==> src/rtl/hazard_sched_ctrl_pkg.sv <==
// Shared definitions for the 6-stage pipeline sequencing controller.
//   ctrlState_t   : sequencing FSM states (RUN, LU_STALL, MEM_WAIT)
//   FWD_*         : EX-stage operand forwarding select encodings
//   PIPE_REG_AW   : default register-index width
package pipe_ctrl_pkg;

  localparam int unsigned PIPE_REG_AW = 5;

  typedef enum logic [1:0] {
    RUN      = 2'd0,
    LU_STALL = 2'd1,
    MEM_WAIT = 2'd2
  } ctrlState_t;

  localparam logic [1:0] FWD_RF = 2'b00;
  localparam logic [1:0] FWD_M1 = 2'b01;
  localparam logic [1:0] FWD_M2 = 2'b10;
  localparam logic [1:0] FWD_WB = 2'b11;

endpackage

==> src/rtl/hazard_sched_ctrl_if.sv <==
// Bundle between the pipeline datapath and the sequencing controller.
//   Stage fields (datapath -> controller): ID sources/uses/jump, EX sources,
//   EX/M1/M2/WB destinations and write/read controls, data memory status.
//   Controls (controller -> datapath): stall_f, stall_d, flush_d, flush_e,
//   freeze, fwd_a_e, fwd_b_e, stall_cycles.
// master = datapath side, slave = controller side.
interface hazard_sched_ctrl_if #(
  parameter int unsigned REG_AW = 5,
  parameter int unsigned CNT_W  = 16
);
  logic [REG_AW-1:0] rs_d, rt_d;
  logic              use_rs_d, use_rt_d, jump_d;
  logic [REG_AW-1:0] rs_e, rt_e, rd_e;
  logic              regwrite_e, memread_e;
  logic [REG_AW-1:0] rd_m1;
  logic              regwrite_m1, memread_m1;
  logic [REG_AW-1:0] rd_m2;
  logic              regwrite_m2;
  logic [REG_AW-1:0] rd_w;
  logic              regwrite_w;
  logic              dmem_req_m2, dmem_ready;

  logic              stall_f, stall_d, flush_d, flush_e, freeze;
  logic [1:0]        fwd_a_e, fwd_b_e;
  logic [CNT_W-1:0]  stall_cycles;

  modport master (
    output rs_d, rt_d, use_rs_d, use_rt_d, jump_d,
           rs_e, rt_e, rd_e, regwrite_e, memread_e,
           rd_m1, regwrite_m1, memread_m1, rd_m2, regwrite_m2,
           rd_w, regwrite_w, dmem_req_m2, dmem_ready,
    input  stall_f, stall_d, flush_d, flush_e, freeze,
           fwd_a_e, fwd_b_e, stall_cycles
  );

  modport slave (
    input  rs_d, rt_d, use_rs_d, use_rt_d, jump_d,
           rs_e, rt_e, rd_e, regwrite_e, memread_e,
           rd_m1, regwrite_m1, memread_m1, rd_m2, regwrite_m2,
           rd_w, regwrite_w, dmem_req_m2, dmem_ready,
    output stall_f, stall_d, flush_d, flush_e, freeze,
           fwd_a_e, fwd_b_e, stall_cycles
  );
endinterface

==> src/rtl/hazard_sched_ctrl_fwd_sel.sv <==
// Per-operand EX forwarding select: M1 > M2 > WB > register file.
//   src    : EX source register index
//   m1Ok   : M1 result is forwardable (writes a reg and is not a load)
//   rdM1/rdM2/rdW, wrM2/wrW : later-stage destinations and RegWrite
//   sel    : FWD_RF / FWD_M1 / FWD_M2 / FWD_WB
module fwd_sel
  import pipe_ctrl_pkg::*;
#(
  parameter int unsigned REG_AW = PIPE_REG_AW
) (
  input  logic [REG_AW-1:0] src,
  input  logic              m1Ok,
  input  logic [REG_AW-1:0] rdM1,
  input  logic [REG_AW-1:0] rdM2,
  input  logic              wrM2,
  input  logic [REG_AW-1:0] rdW,
  input  logic              wrW,
  output logic [1:0]        sel
);

  always_comb begin
    sel = FWD_RF;
    if (src != '0) begin
      if (m1Ok && (rdM1 == src))      sel = FWD_M1;
      else if (wrM2 && (rdM2 == src)) sel = FWD_M2;
      else if (wrW && (rdW == src))   sel = FWD_WB;
    end
  end

endmodule

==> src/rtl/hazard_sched_ctrl.sv <==
// Pipeline sequencing controller for the IF/ID/EX/M1/M2/WB core.
// Detects load-use hazards and inserts LU_PENALTY bubbles, freezes the pipe
// while data memory is busy, flushes IF/ID on jumps and drives EX forwarding.
//   clk, rst_n : clock, synchronous active-low reset
//   bus        : stage fields in, pipeline-register controls out (slave side)
module hazard_sched_ctrl
  import pipe_ctrl_pkg::*;
#(
  parameter int unsigned REG_AW     = PIPE_REG_AW,
  parameter int unsigned LU_PENALTY = 2,
  parameter int unsigned CNT_W      = 16
) (
  input  logic                 clk,
  input  logic                 rst_n,
  hazard_sched_ctrl_if.slave   bus
);

  localparam int unsigned LU_W = (LU_PENALTY > 1) ? $clog2(LU_PENALTY + 1) : 1;

  ctrlState_t        state, stateNext;
  logic [LU_W-1:0]   luCnt, luCntNext;
  logic [CNT_W-1:0]  stallCycles;
  logic              memBusy, hzE, hzM1, m1Ok;
  logic              stall, flushD, frz;
  logic [1:0]        fwdA, fwdB;

  always_comb begin
    memBusy = bus.dmem_req_m2 & ~bus.dmem_ready;
    hzE  = bus.memread_e & bus.regwrite_e & (bus.rd_e != '0) &
           ((bus.use_rs_d & (bus.rs_d == bus.rd_e)) |
            (bus.use_rt_d & (bus.rt_d == bus.rd_e)));
    hzM1 = bus.memread_m1 & bus.regwrite_m1 & (bus.rd_m1 != '0) &
           ((bus.use_rs_d & (bus.rs_d == bus.rd_m1)) |
            (bus.use_rt_d & (bus.rt_d == bus.rd_m1)));
    m1Ok = bus.regwrite_m1 & ~bus.memread_m1;
  end

  // luCnt counts bubbles still owed after the current one; it survives a
  // MEM_WAIT excursion so an interrupted stall resumes where it left off.
  always_comb begin
    stateNext = state;
    luCntNext = luCnt;
    stall     = 1'b0;
    flushD    = 1'b0;
    frz       = 1'b0;
    case (state)
      RUN: begin
        if (memBusy) begin
          frz       = 1'b1;
          stateNext = MEM_WAIT;
        end else if (hzE) begin
          stall     = 1'b1;
          luCntNext = LU_W'(LU_PENALTY - 1);
          stateNext = (LU_PENALTY > 1) ? LU_STALL : RUN;
        end else if (hzM1) begin
          stall = 1'b1;
        end else if (bus.jump_d) begin
          flushD = 1'b1;
        end
      end
      LU_STALL: begin
        if (memBusy) begin
          frz       = 1'b1;
          stateNext = MEM_WAIT;
        end else begin
          stall     = 1'b1;
          luCntNext = luCnt - 1'b1;
          if (luCnt <= LU_W'(1)) stateNext = RUN;
        end
      end
      MEM_WAIT: begin
        frz = 1'b1;
        if (bus.dmem_ready) stateNext = (luCnt != '0) ? LU_STALL : RUN;
      end
      default: stateNext = RUN;
    endcase
  end

  always_ff @(posedge clk) begin
    if (!rst_n) begin
      state       <= RUN;
      luCnt       <= '0;
      stallCycles <= '0;
    end else begin
      state <= stateNext;
      luCnt <= luCntNext;
      if ((stall || frz) && (stallCycles != '1)) stallCycles <= stallCycles + 1'b1;
    end
  end

  fwd_sel #(.REG_AW(REG_AW)) uFwdA (
    .src (bus.rs_e), .m1Ok(m1Ok),
    .rdM1(bus.rd_m1), .rdM2(bus.rd_m2), .wrM2(bus.regwrite_m2),
    .rdW (bus.rd_w),  .wrW (bus.regwrite_w),
    .sel (fwdA)
  );

  fwd_sel #(.REG_AW(REG_AW)) uFwdB (
    .src (bus.rt_e), .m1Ok(m1Ok),
    .rdM1(bus.rd_m1), .rdM2(bus.rd_m2), .wrM2(bus.regwrite_m2),
    .rdW (bus.rd_w),  .wrW (bus.regwrite_w),
    .sel (fwdB)
  );

  assign bus.stall_f      = rst_n & stall;
  assign bus.stall_d      = rst_n & stall;
  assign bus.flush_e      = rst_n & stall;
  assign bus.flush_d      = rst_n & flushD;
  assign bus.freeze       = rst_n & frz;
  assign bus.fwd_a_e      = rst_n ? fwdA : FWD_RF;
  assign bus.fwd_b_e      = rst_n ? fwdB : FWD_RF;
  assign bus.stall_cycles = stallCycles;

endmodule

==> src/flat_wrapper.sv <==
// flat-port wrapper written by rule: the top's interface ports become plain ports
module hazard_sched_ctrl_flat import pipe_ctrl_pkg::*;
#(
  parameter int unsigned REG_AW     = PIPE_REG_AW,
  parameter int unsigned LU_PENALTY = 2,
  parameter int unsigned CNT_W      = 16
)
  (clk, rst_n, bus_rs_d, bus_rt_d, bus_use_rs_d, bus_use_rt_d, bus_jump_d, bus_rs_e, bus_rt_e, bus_rd_e, bus_regwrite_e, bus_memread_e, bus_rd_m1, bus_regwrite_m1, bus_memread_m1, bus_rd_m2, bus_regwrite_m2, bus_rd_w, bus_regwrite_w, bus_dmem_req_m2, bus_dmem_ready, bus_stall_f, bus_stall_d, bus_flush_d, bus_flush_e, bus_freeze, bus_fwd_a_e, bus_fwd_b_e, bus_stall_cycles);
  hazard_sched_ctrl_if #(.REG_AW(REG_AW), .CNT_W(CNT_W)) bus_i ();
  input  logic clk;
  input  logic rst_n;
  input wire logic [$bits(bus_i.rs_d)-1:0] bus_rs_d;
  input wire logic [$bits(bus_i.rt_d)-1:0] bus_rt_d;
  input wire logic [$bits(bus_i.use_rs_d)-1:0] bus_use_rs_d;
  input wire logic [$bits(bus_i.use_rt_d)-1:0] bus_use_rt_d;
  input wire logic [$bits(bus_i.jump_d)-1:0] bus_jump_d;
  input wire logic [$bits(bus_i.rs_e)-1:0] bus_rs_e;
  input wire logic [$bits(bus_i.rt_e)-1:0] bus_rt_e;
  input wire logic [$bits(bus_i.rd_e)-1:0] bus_rd_e;
  input wire logic [$bits(bus_i.regwrite_e)-1:0] bus_regwrite_e;
  input wire logic [$bits(bus_i.memread_e)-1:0] bus_memread_e;
  input wire logic [$bits(bus_i.rd_m1)-1:0] bus_rd_m1;
  input wire logic [$bits(bus_i.regwrite_m1)-1:0] bus_regwrite_m1;
  input wire logic [$bits(bus_i.memread_m1)-1:0] bus_memread_m1;
  input wire logic [$bits(bus_i.rd_m2)-1:0] bus_rd_m2;
  input wire logic [$bits(bus_i.regwrite_m2)-1:0] bus_regwrite_m2;
  input wire logic [$bits(bus_i.rd_w)-1:0] bus_rd_w;
  input wire logic [$bits(bus_i.regwrite_w)-1:0] bus_regwrite_w;
  input wire logic [$bits(bus_i.dmem_req_m2)-1:0] bus_dmem_req_m2;
  input wire logic [$bits(bus_i.dmem_ready)-1:0] bus_dmem_ready;
  output wire logic [$bits(bus_i.stall_f)-1:0] bus_stall_f;
  output wire logic [$bits(bus_i.stall_d)-1:0] bus_stall_d;
  output wire logic [$bits(bus_i.flush_d)-1:0] bus_flush_d;
  output wire logic [$bits(bus_i.flush_e)-1:0] bus_flush_e;
  output wire logic [$bits(bus_i.freeze)-1:0] bus_freeze;
  output wire logic [$bits(bus_i.fwd_a_e)-1:0] bus_fwd_a_e;
  output wire logic [$bits(bus_i.fwd_b_e)-1:0] bus_fwd_b_e;
  output wire logic [$bits(bus_i.stall_cycles)-1:0] bus_stall_cycles;
  assign bus_i.rs_d = bus_rs_d;
  assign bus_i.rt_d = bus_rt_d;
  assign bus_i.use_rs_d = bus_use_rs_d;
  assign bus_i.use_rt_d = bus_use_rt_d;
  assign bus_i.jump_d = bus_jump_d;
  assign bus_i.rs_e = bus_rs_e;
  assign bus_i.rt_e = bus_rt_e;
  assign bus_i.rd_e = bus_rd_e;
  assign bus_i.regwrite_e = bus_regwrite_e;
  assign bus_i.memread_e = bus_memread_e;
  assign bus_i.rd_m1 = bus_rd_m1;
  assign bus_i.regwrite_m1 = bus_regwrite_m1;
  assign bus_i.memread_m1 = bus_memread_m1;
  assign bus_i.rd_m2 = bus_rd_m2;
  assign bus_i.regwrite_m2 = bus_regwrite_m2;
  assign bus_i.rd_w = bus_rd_w;
  assign bus_i.regwrite_w = bus_regwrite_w;
  assign bus_i.dmem_req_m2 = bus_dmem_req_m2;
  assign bus_i.dmem_ready = bus_dmem_ready;
  assign bus_stall_f = bus_i.stall_f;
  assign bus_stall_d = bus_i.stall_d;
  assign bus_flush_d = bus_i.flush_d;
  assign bus_flush_e = bus_i.flush_e;
  assign bus_freeze = bus_i.freeze;
  assign bus_fwd_a_e = bus_i.fwd_a_e;
  assign bus_fwd_b_e = bus_i.fwd_b_e;
  assign bus_stall_cycles = bus_i.stall_cycles;
  hazard_sched_ctrl #(.REG_AW(REG_AW), .LU_PENALTY(LU_PENALTY), .CNT_W(CNT_W)) u_core (.clk(clk), .rst_n(rst_n), .bus(bus_i));
endmodule
==> config.mk <==
export PLATFORM = sky130hd
export DESIGN_NAME = hazard_sched_ctrl_flat
export DESIGN_NICKNAME = d
export VERILOG_FILES = /design/src/rtl/hazard_sched_ctrl_pkg.sv /design/src/rtl/hazard_sched_ctrl_if.sv /design/src/rtl/hazard_sched_ctrl_fwd_sel.sv /design/src/rtl/hazard_sched_ctrl.sv /design/src/flat_wrapper.sv
export SDC_FILE = /design/constraint.sdc
export NUM_CORES = 1
export LEC_CHECK = 0
export CAP_MARGIN = 20
export CORE_ASPECT_RATIO = 0.6
export CORE_MARGIN = 10
export CORE_UTILIZATION = 48
export CTS_CLUSTER_DIAMETER = 30
export CTS_CLUSTER_SIZE = 20
export DETAILED_ROUTE_END_ITERATION = 7
export HOLD_SLACK_MARGIN = 0.03
export PLACE_DENSITY = 0.95
export SETUP_SLACK_MARGIN = 0.5
export SYNTH_ARGS = -nofsm -noshare
export SYNTH_HDL_FRONTEND = slang
export SYNTH_SLANG_ARGS = --single-unit
export TNS_END_PERCENT = 10
==> constraint.sdc <==
create_clock -name clk -period 8.2 [get_ports clk]
set_clock_uncertainty 0.1 [all_clocks]
set_input_delay 2.05 -clock clk [delete_from_list [all_inputs] [get_ports clk]]
set_output_delay 2.05 -clock clk [all_outputs]
set_load 0.02 [all_outputs]
# Yosys cells after proc, flatten, opt, wreduce, memory -nomap -nowiden
# Index checks and enable logic that the tools add are counted.
# Widths: inputs -> output; s select.
dict set report classes {
  addsub 2
  order_cmp 1
  eq_ne 19
  muxes 32
  n_bitwise 19
  n_reduce_logical 18
}
# op count
set op_table {}
lappend op_table {{$eq 5x5->1} 10}
lappend op_table {{$mux 2} 17}
lappend op_table {{$reduce_bool 5->1} 4}
lappend op_table {{$add 16x1->16 const B} 1}
lappend op_table {{$ne 16x16->1 const B} 1}
lappend op_table {{$and 1x1->1} 15}
lappend op_table {{$mux 1} 11}
lappend op_table {{$logic_and 1x1->1} 7}
lappend op_table {{$ne 2x2->1 const B} 3}
lappend op_table {{$ne 3x1->1 const B} 2}
lappend op_table {{$pmux 2 s3} 1}
lappend op_table {{$pmux 1 s2} 2}
lappend op_table {{$pmux 2 s2} 1}
lappend op_table {{$reduce_and 4->1} 1}
lappend op_table {{$reduce_bool 2->1} 2}
lappend op_table {{$reduce_and 3->1} 1}
lappend op_table {{$eq 2x1->1 const B} 1}
lappend op_table {{$eq 2x2->1 const B} 1}
lappend op_table {{$le 2x1->1 const B} 1}
lappend op_table {{$logic_not 2->1} 1}
lappend op_table {{$ne 2x1->1 const B} 1}
lappend op_table {{$not 1->1} 2}
lappend op_table {{$or 1x1->1} 2}
lappend op_table {{$reduce_or 2->1} 1}
lappend op_table {{2 further kinds} 2}
dict set report totals {
  regBits 20
  input_bits 53
  out_inout_bits 25
  wordCells 94
}

# Longest topological paths before layout
# Gate-level depths: netlist of run 1.
dict set report depth {
  depth_word 10
  mapped_depth 10
  mapped_depth_nobuf 7
}

# Hierarchy
# A second synthesis of run 1 with hierarchy kept.
dict set report hier_totals {
  hier_cells 243
  hier_area_um2 1955.6
}
# mod n_inst cells_per_inst area_each_um2
set by_module_without_submodules {}
lappend by_module_without_submodules {hazard_sched_ctrl 1 187 1502.7}
lappend by_module_without_submodules {fwd_sel 2 28 226.5}

# Worst setup path after synthesis of run 1
# OpenSTA, ideal clock, no wires.
dict set report synth_timing {
  kind {input to output}
  from {in bus_rd_m1[0]}
  to {out bus_stall_d}
  arrival_ns 3.488
  path_slack_ns 2.562
  stages 6
  path_buffers 2
  cell_sequence {buf_6 or3_1 o311a_1 a221oi_2 nor2_1 buf_4}
}
dict set report synth_between {
  elab_chain_cells 9
  word_cells_on_any_way 13
}
# item line_no
set synth_rtl {}
lappend synth_rtl {{start: declaration} flat_wrapper.sv:22} ;# input wire logic [$bits(bus_i.rd_m1)-1:0] bus_rd_m1;
lappend synth_rtl {{$eq 5x5->1, on equally long branches} {hazard_sched_ctrl.sv:33, hazard_sched_ctrl.sv:34}}
lappend synth_rtl {{$and 1x1->1, on equally long branches} {hazard_sched_ctrl.sv:33, hazard_sched_ctrl.sv:34}}
lappend synth_rtl {{$or 1x1->1} hazard_sched_ctrl.sv:33} ;# ((bus.use_rs_d & (bus.rs_d == bus.rd_m1)) |
lappend synth_rtl {{$and 1x1->1 *} hazard_sched_ctrl.sv:32} ;# hzM1 = bus.memread_m1 & bus.regwrite_m1 & (bus.rd_m1 != '0) &
lappend synth_rtl {{$mux 1 *} hazard_sched_ctrl.sv:55} ;# end else if (hzM1) begin
lappend synth_rtl {{$mux 1 *} hazard_sched_ctrl.sv:51} ;# end else if (hzE) begin
lappend synth_rtl {{$mux 1 *} hazard_sched_ctrl.sv:48} ;# if (memBusy) begin
lappend synth_rtl {{$pmux 1 s2 *} hazard_sched_ctrl.sv:46} ;# case (state)
lappend synth_rtl {{$and 1x1->1 *} -}
lappend synth_rtl {{end: declaration} flat_wrapper.sv:32} ;# output wire logic [$bits(bus_i.stall_d)-1:0] bus_stall_d;
# Every way passes the cells marked *; elsewhere a longest branch is shown, timed or not.

# Worst setup path in the final report of run 1
dict set report layout_timing {
  from {in bus_rd_e[1]}
  to {out bus_flush_d}
}
dict set report layout_between {
  elab_chain_cells 8
  word_cells_on_any_way 12
}
# item line_no
set layout_rtl {}
lappend layout_rtl {{start: declaration} flat_wrapper.sv:19} ;# input wire logic [$bits(bus_i.rd_e)-1:0] bus_rd_e;
lappend layout_rtl {{$eq 5x5->1, on equally long branches} {hazard_sched_ctrl.sv:30, hazard_sched_ctrl.sv:31}}
lappend layout_rtl {{$and 1x1->1, on equally long branches} {hazard_sched_ctrl.sv:30, hazard_sched_ctrl.sv:31}}
lappend layout_rtl {{$or 1x1->1} hazard_sched_ctrl.sv:30} ;# ((bus.use_rs_d & (bus.rs_d == bus.rd_e)) |
lappend layout_rtl {{$and 1x1->1 *} hazard_sched_ctrl.sv:29} ;# hzE = bus.memread_e & bus.regwrite_e & (bus.rd_e != '0) &
lappend layout_rtl {{$mux 1 *} hazard_sched_ctrl.sv:51}
lappend layout_rtl {{$mux 1 *} hazard_sched_ctrl.sv:48}
lappend layout_rtl {{$mux 1 *} hazard_sched_ctrl.sv:46}
lappend layout_rtl {{$and 1x1->1 *} hazard_sched_ctrl.sv:108} ;# assign bus.flush_d = rst_n & flushD;
lappend layout_rtl {{end: declaration} flat_wrapper.sv:33} ;# output wire logic [$bits(bus_i.flush_d)-1:0] bus_flush_d;
# Marks and branches as above.

==> impl_metrics.ini, run 1 <==
[floorplanning]
rows = 17
die_area_um2 = 7160
die_w_um = 103
die_height_um = 69.6
initial_core_util = 0.518
core_area_um2 = 3810
io_pins = 78

[clock_tree]
cts_hold_buf = 0
cts_resized = 0
h-tree-depth = 1
clk_pin_slew_ps = 70
cts_tree = done
clk_latency_ps = 250
cts_root_buffer = clkbuf_8
cts_setup_buffers = 0
clock-sinks = 20
clockBufferDepth = 2
numCtsBuffers = 3

[synthesis]
syn_nets = 287
synth_commonest_cells = xnor2_1, dfxtp_1, nand2_1, xor2_1
yosys.area.top_type = dfxtp_1
synth-seq-area-share = 0.203
synthFlopType = dfxtp_1
avgSynthCellArea_um2 = 8.54
synth-seq-cells = 20
async_reset_ff_frac = 0
synth.area.top_cells = dfxtp_1, xnor2_1, xor2_1, a21boi_2, nand2_1
yosysUniqueCellTypes = 50
yosysMostFrequentCell = xnor2_1
synth_edf_count = 0
synthCells = 231
synth.cell_area_um2 = 1970
yosysWarnings = 0
yosysTopAreaCellShare = 0.203

[detailed_routing]
antenna_left = 0
drt_iter0_drc = 143
vias = 1941
wl_mm = 6.19
viasPerCell = 5.66
wire_per_inst_um = 18.1
drc = 0
drt-pass1-iter-count = 4

[timing]
fin_crit_sh = 0.823
slew_viol_final = 0
worst_pin_slew_ps = 892
layout_min_cycle_time_ps = 6750
relSlewSlack = 0.404
tns_ps = 0
fmax_mhz = 148
rsz0062_at_grt = no
setup_viol = 0
hold_viol = 0

[grt]
antenna_found_initial = 0
grt.total_usage = 0.171
grt_pass1_wl_mm = 10.0
grt_pass1_vias = 1952
grt_max_degree = 31
globalRouteOverflowTotal = 0

[setup_path]
start_kind = primary input
reg2reg_to = u_core.bus.stall_cycles[12]
reg2reg_slack_ps = 5950
path_class = in -> out
r2r_start = u_core.bus.stall_cycles[6]
arrival_ps = 4600
crit_path_end_kind = primary output
path_max_fanout = 4
reg2reg_depth = 6
cp.required_ps = 6050

[place]
gp_congestion = 0.924
place_area_um2 = 2660
hpwl_mm = 5.19
place.port_buffers = 77

[pwr]
powerDensity_nw_per_um2 = 92.8
clkPwrFrac = 0.253
swShare = 0.285
ir_worst_vdd_v = 0.0000681
p_int_mw = 0.179
total_power_mw = 0.250
sequentialPowerShare = 0.403
power.share.combinational = 0.344
power_switching_mw = 0.0713
p_leak_nw = 0.911

[cells_and_area]
drive_above_1_share = 0.0811
multiInputGateArea_um2 = 1410
syn2layout_area_growth_pct = 36.7
regArea_um2 = 400
n_fill_cell = 288
final_nets = 354
diodes = 0
postLayoutCellArea_um2 = 2700

[worst_hold_path]
min_from = u_core.bus.stall_cycles[7]
hold_depth = 2
hold_class = reg -> reg
holdPathEnd = u_core.bus.stall_cycles[7]

[outcome]
status = finished clean

[run]
drv_cap = 0
[critical path, cell delays in order]
cell             delay (ps)
clkdlybuf4s50_1         480
or3_1                   400
o311a_2                 360
a221oi_2                420
and4_2                  280
clkdlybuf4s50_1         610
[final cells by class]
| cell class | instances | share of cell area |
|---|---|---|
| clock buffers | 3 | 0.0153 |
| inverters | 4 | 0.00557 |
| multi-input cells | 192 | 0.523 |
| flip-flops and latches | 20 | 0.148 |
| well taps | 47 | 0.0218 |
| repair buffers | 77 | 0.286 |
[metal layers]
metal | up-vias | GRT usage | wire [um]
li1 | 981 | - | -
met1 | 896 | 0.235 | 2960
met2 | 60 | 0.271 | 2840
met3 | 4 | 0.0308 | 338
met4 | 0 | 0.0244 | 51
met5 | - | 0 | 0
[power by group through the flow]
stage	Sequential, mW	Clock [mW]	Combinational [mW]
detailed placement	0.103	0	0.0853
floorplan	0.104	0	0.0463
CTS	0.101	0.0654	0.0857
global placement	0.103	0	0.0837
finish	0.101	0.0633	0.0861
global route	0.101	0.0704	0.0929
[sequential cells by signal (all words and copies together) (netlist names)]
register	count
u_core.luCnt	2
u_core.bus.stall_cycles	16
u_core.state	2
[stage by stage]
stage                     worst slack (ps)  cells  utilization  hold WS, ps
after floorplan                       2560    231            -          418
after global placement                1470    340        0.697          383
after detailed placement              1450    340        0.697          395
after CTS                             1450    343        0.708          411
after global routing                  1360    343        0.708          438
final                                 1450    343        0.708          414
[cell usage in the layout, fill, tap and decap left out, types with 6 or more instances in the layout]
| master | synthesis | final |
|---|---|---|
| a21boi_2 | 7 | 7 |
| a21oi_1 | 6 | 6 |
| and3_1 | 9 | 9 |
| clkdlybuf4s50_1 | 0 | 77 |
| dfxtp_1 | 20 | 20 |
| nand2_1 | 20 | 20 |
| nand3_1 | 6 | 6 |
| nand4_1 | 9 | 9 |
| nor2_1 | 6 | 6 |
| nor3_1 | 6 | 6 |
| o31ai_1 | 9 | 9 |
| or4_1 | 7 | 7 |
| xnor2_1 | 32 | 32 |
| xor2_1 | 18 | 18 |
[kinds of logic (layout without fill, tap and decap cells)]
kind of cell,Yosys count,after routing,share of synthesized area
flip-flops,20,20,0.203
AO/OA/AOI/OAI,41,41,0.173
multiplexers,4,4,0.0203
XOR/XNOR,50,50,0.222
adder cells (fa/ha/maj),3,3,0.0190
buffers and inverters,19,84,0.0819
AND/OR/NAND/NOR,94,94,0.281
[worst max-delay path by stage]
stage,endpoint,startpoint
6_report,bus_flush_d,bus_rd_e[1]
3_5_place_dp,bus_flush_d,bus_rd_e[1]
5_1_grt,bus_flush_d,bus_rd_m1[0]
4_1_cts,bus_flush_d,bus_rd_e[1]
2_1_floorplan,bus_stall_d,bus_rd_m1[0]
3_3_place_gp,bus_flush_d,bus_rd_e[1]
Power figures use the tool's default switching activity.
==> run 2: changes to the inputs <==
--- a/config.mk
+++ b/config.mk
@@ -8,12 +8,12 @@
 export CAP_MARGIN = 20
 export CORE_ASPECT_RATIO = 0.6
 export CORE_MARGIN = 10
-export CORE_UTILIZATION = 48
+export CORE_UTILIZATION = 40
 export CTS_CLUSTER_DIAMETER = 30
 export CTS_CLUSTER_SIZE = 20
 export DETAILED_ROUTE_END_ITERATION = 7
 export HOLD_SLACK_MARGIN = 0.03
-export PLACE_DENSITY = 0.95
+export PLACE_DENSITY = 0.88
 export SETUP_SLACK_MARGIN = 0.5
 export SYNTH_ARGS = -nofsm -noshare
 export SYNTH_HDL_FRONTEND = slang
==> constraint.sdc (replaced) <==
create_clock -name clk -period 5.9 [get_ports clk]
set_clock_uncertainty 0.1 [all_clocks]
set_input_delay 1.475 -clock clk [delete_from_list [all_inputs] [get_ports clk]]
set_output_delay 1.475 -clock clk [all_outputs]
set_load 0.02 [all_outputs]
==> impl_metrics.ini, run 2 (synthesis gave the netlist of run 1 again) <==
[place]
place.port_buffers = 77
hpwl_mm = 5.38
gp_congestion = 0.852

[timing]
fin_hold_ws_ps = 404
hold_viol = 0
setup_viol = 0
fin_crit_sh = 0.907
tns_ps = 0
slew_viol_final = 0
relSlewSlack = 0.550
worst_pin_slew_ps = 673
fmax_mhz = 187
layout_min_cycle_time_ps = 5350
rsz0062_at_grt = yes

[grt]
grt_pass1_wl_mm = 10.2
grt_pass1_vias = 1948
globalRouteOverflowTotal = 0
grt.total_usage = 0.149
antenna_found_initial = 0
grt_max_degree = 25

[pwr]
ir_worst_vdd_v = 0.0000999
powerDensity_nw_per_um2 = 133
p_leak_nw = 0.960
total_power_mw = 0.369

[floorplanning]
io_pins = 78
die_w_um = 111
core_area_um2 = 4660
initial_core_util = 0.423
die_area_um2 = 8230
die_height_um = 74.4
rows = 19

[setup_path]
path_max_fanout = 4
cp.required_ps = 4320
crit_path_end_kind = primary output
arrival_ps = 3780
path_class = in -> out
start_kind = primary input

[cells_and_area]
diodes = 0
largest_register_ffs = 16
final_nets = 358
drive_above_1_share = 0.0963
layout_commonest_cell = clkdlybuf4s50_1
most-common-layout-cells = clkdlybuf4s50_1, xnor2_1, nand2_1, dfxtp_1, xor2_1
syn2layout_area_growth_pct = 40.6

[clock_tree]
cts_tree = done
numCtsBuffers = 3
cts_hold_buf = 0
h-tree-depth = 1
clk_pin_slew_ps = 80
cts_root_buffer = clkbuf_8
clock-sinks = 20
clk_latency_ps = 260
clockBufferDepth = 2

[detailed_routing]
drc = 0
wire_per_inst_um = 17.6
viasPerCell = 5.43
drt_iter0_drc = 145
antenna_left = 0
vias = 1976
wl_mm = 6.39
drt-pass1-iter-count = 4

[worst_hold_path]
hold_class = reg -> reg

[outcome]
status = finished clean

[run]
drv_cap = 0
run 2: worst paths after layout:
path	cells past startpoint	slack (ps)	end	from
max reg2reg	6	3650	u_core.bus.stall_cycles[11]	u_core.bus.stall_cycles[5]
min	2	400	u_core.bus.stall_cycles[1]	u_core.bus.stall_cycles[1]
min reg2reg	2	400	u_core.bus.stall_cycles[1]	u_core.bus.stall_cycles[1]
max	6	550	bus_flush_e	bus_rd_e[1]
run 2: final cells by class:
class / count / area (um^2)
fill: 414 / 1890
multi-input combinational: 192 / 1420
timing repair buffer: 81 / 802
sequential: 20 / 400
tap: 63 / 78.8
clock buffer: 4 / 55.1
inverter: 4 / 15.0
run 2: critical path, cell delays in order:
cell and delay [ps]:
clkdlybuf4s50_1 460, or3_1 410, o311a_2 380, a221oi_4 370
nor2_1 120, clkdlybuf4s50_1 560
run 2: power by group:
group / switching [mW] / internal (mW)
sequential: 0.00268 / 0.137
clock: 0.0478 / 0.0595
combinational: 0.0544 / 0.0675
run 2: routing by layer:
layer	wire length, um	global-route usage	vias to the layer above
met2	2900	0.249	59
met1	2970	0.190	928
met5	0	0	-
met4	82	0.0345	0
met3	449	0.0386	6
li1	-	-	983
run 2: metrics by stage:
| step | instance area [um^2] | utilization | instances | setup slack, ps |
|---|---|---|---|---|
| CTS | 2770 | 0.595 | 364 | 536 |
| floorplan | 1970 | - | 231 | 1410 |
| global placement | 2710 | 0.581 | 360 | 323 |
| global route | 2770 | 0.595 | 364 | 466 |
| finish | 2770 | 0.595 | 364 | 547 |
| detailed placement | 2710 | 0.581 | 360 | 304 |
run 2: what timing repair did:
action | 4_1_cts | 5_1_grt
setup buffers | 0 | 0
setup endpoints to repair | 4 | 4
resized for setup | 2 | 1
gates cloned | 0 | 0
==> run 3: changes to the inputs <==
--- a/config.mk
+++ b/config.mk
@@ -8,12 +8,13 @@
 export CAP_MARGIN = 20
 export CORE_ASPECT_RATIO = 0.6
 export CORE_MARGIN = 10
-export CORE_UTILIZATION = 40
+export CORE_UTILIZATION = 55
 export CTS_CLUSTER_DIAMETER = 30
 export CTS_CLUSTER_SIZE = 20
 export DETAILED_ROUTE_END_ITERATION = 7
+export DONT_BUFFER_PORTS = 1
 export HOLD_SLACK_MARGIN = 0.03
-export PLACE_DENSITY = 0.88
+export PLACE_DENSITY = 0.83
 export SETUP_SLACK_MARGIN = 0.5
 export SYNTH_ARGS = -nofsm -noshare
 export SYNTH_HDL_FRONTEND = slang
==> impl_metrics.ini, run 3 (synthesis gave the netlist of run 1 again) <==
[cells_and_area]
final_nets = 278
syn2layout_area_growth_pct = -1.40
diodes = 0
finish.utilization = 0.582
layout_commonest_cell = xnor2_1
multiInputGateArea_um2 = 1410
stdcell_count = 266
most-common-layout-cells = xnor2_1, nand2_1, dfxtp_1
regArea_um2 = 400
n_fill_cell = 312
largest_register_ffs = 16
drive_above_1_share = 0.118
postLayoutCellArea_um2 = 1940

[grt]
grt_pass1_vias = 1553
grt_pass1_wl_mm = 8.44
grt_max_degree = 31
grt.total_usage = 0.157
globalRouteOverflowTotal = 0
antenna_found_initial = 0

[clock_tree]
cts_setup_buffers = 0
h-tree-depth = 1
clockBufferDepth = 2
numCtsBuffers = 3
clk_latency_ps = 260
clock-sinks = 20
clk_pin_slew_ps = 70
cts_root_buffer = clkbuf_8
cts_tree = done
cts_hold_buf = 0
cts_resized = 0

[timing]
hold_viol = 0
rsz0062_at_grt = no
fin_crit_sh = 0.779
relSlewSlack = 0.555
setup_viol = 0
tns_ps = 0
fmax_mhz = 218
slew_viol_final = 0
layout_min_cycle_time_ps = 4590
worst_pin_slew_ps = 662

[setup_path]
path_class = in -> out
cp.required_ps = 4320
path_max_fanout = 4
crit_path_end_kind = primary output
arrival_ps = 3020
start_kind = primary input

[pwr]
powerDensity_nw_per_um2 = 158
total_power_mw = 0.308
ir_worst_vdd_v = 0.0000998
p_leak_nw = 0.634

[floorplanning]
die_height_um = 66.4
rows = 16
die_w_um = 97.3
initial_core_util = 0.590
io_pins = 78
die_area_um2 = 6460
core_area_um2 = 3340

[detailed_routing]
wire_per_inst_um = 19.5
vias = 1665
drt_iter0_drc = 146
wl_mm = 5.19
antenna_left = 0
drt-pass1-iter-count = 4
viasPerCell = 6.26
drc = 0

[place]
place_area_um2 = 1890
hpwl_mm = 4.32
place.port_buffers = 0
gp_congestion = 0.844
dp_cells = 262

[worst_hold_path]
hold_class = reg -> reg

[run]
drv_cap = 0

[outcome]
status = finished clean
## run 3: worst paths after layout
kind              slack (ps)                  startpoint                    endpoint  depth (start not counted)
setup reg to reg        3580  u_core.bus.stall_cycles[5]  u_core.bus.stall_cycles[1]                          7
setup / recovery        1310                 bus_rd_e[1]                 bus_stall_d                          5
hold reg to reg          460             u_core.luCnt[0]             u_core.luCnt[0]                          2
hold / removal           460             u_core.luCnt[0]             u_core.luCnt[0]                          2
## run 3: critical path, cell delays in order
cell	delay [ps]
or3_1	350
o311a_2	370
a221oi_2	360
nor2_1	230
buf_4	230
## run 3: final cells by class
type | instances | share of cell area
flip-flops and latches | 20 | 0.206
clock buffers | 4 | 0.0283
inverters | 4 | 0.00772
multi-input cells | 192 | 0.725
well taps | 45 | 0.0290
repair buffers | 1 | 0.00386
## run 3: power breakdown
group          switching, mW  total [mW]  internal (mW)
Combinational         0.0259      0.0584         0.0325
Clock                 0.0477       0.107         0.0595
Sequential           0.00502       0.142          0.137
Total                 0.0786       0.308          0.229
## run 3: layer usage
layer / GRT usage / wire length, um / up-vias
li1: - / - / 828
met1: 0.202 / 2240 / 762
met2: 0.242 / 2310 / 73
met3: 0.0710 / 626 / 2
met4: 0.0162 / 14 / 0
met5: 0 / 0 / -
## run 3: through the flow
step	setup WS [ps]	hold WS, ps
floorplan	1410	418
global placement	1320	434
detailed placement	1310	446
CTS	1300	463
global route	1220	498
finish	1310	460
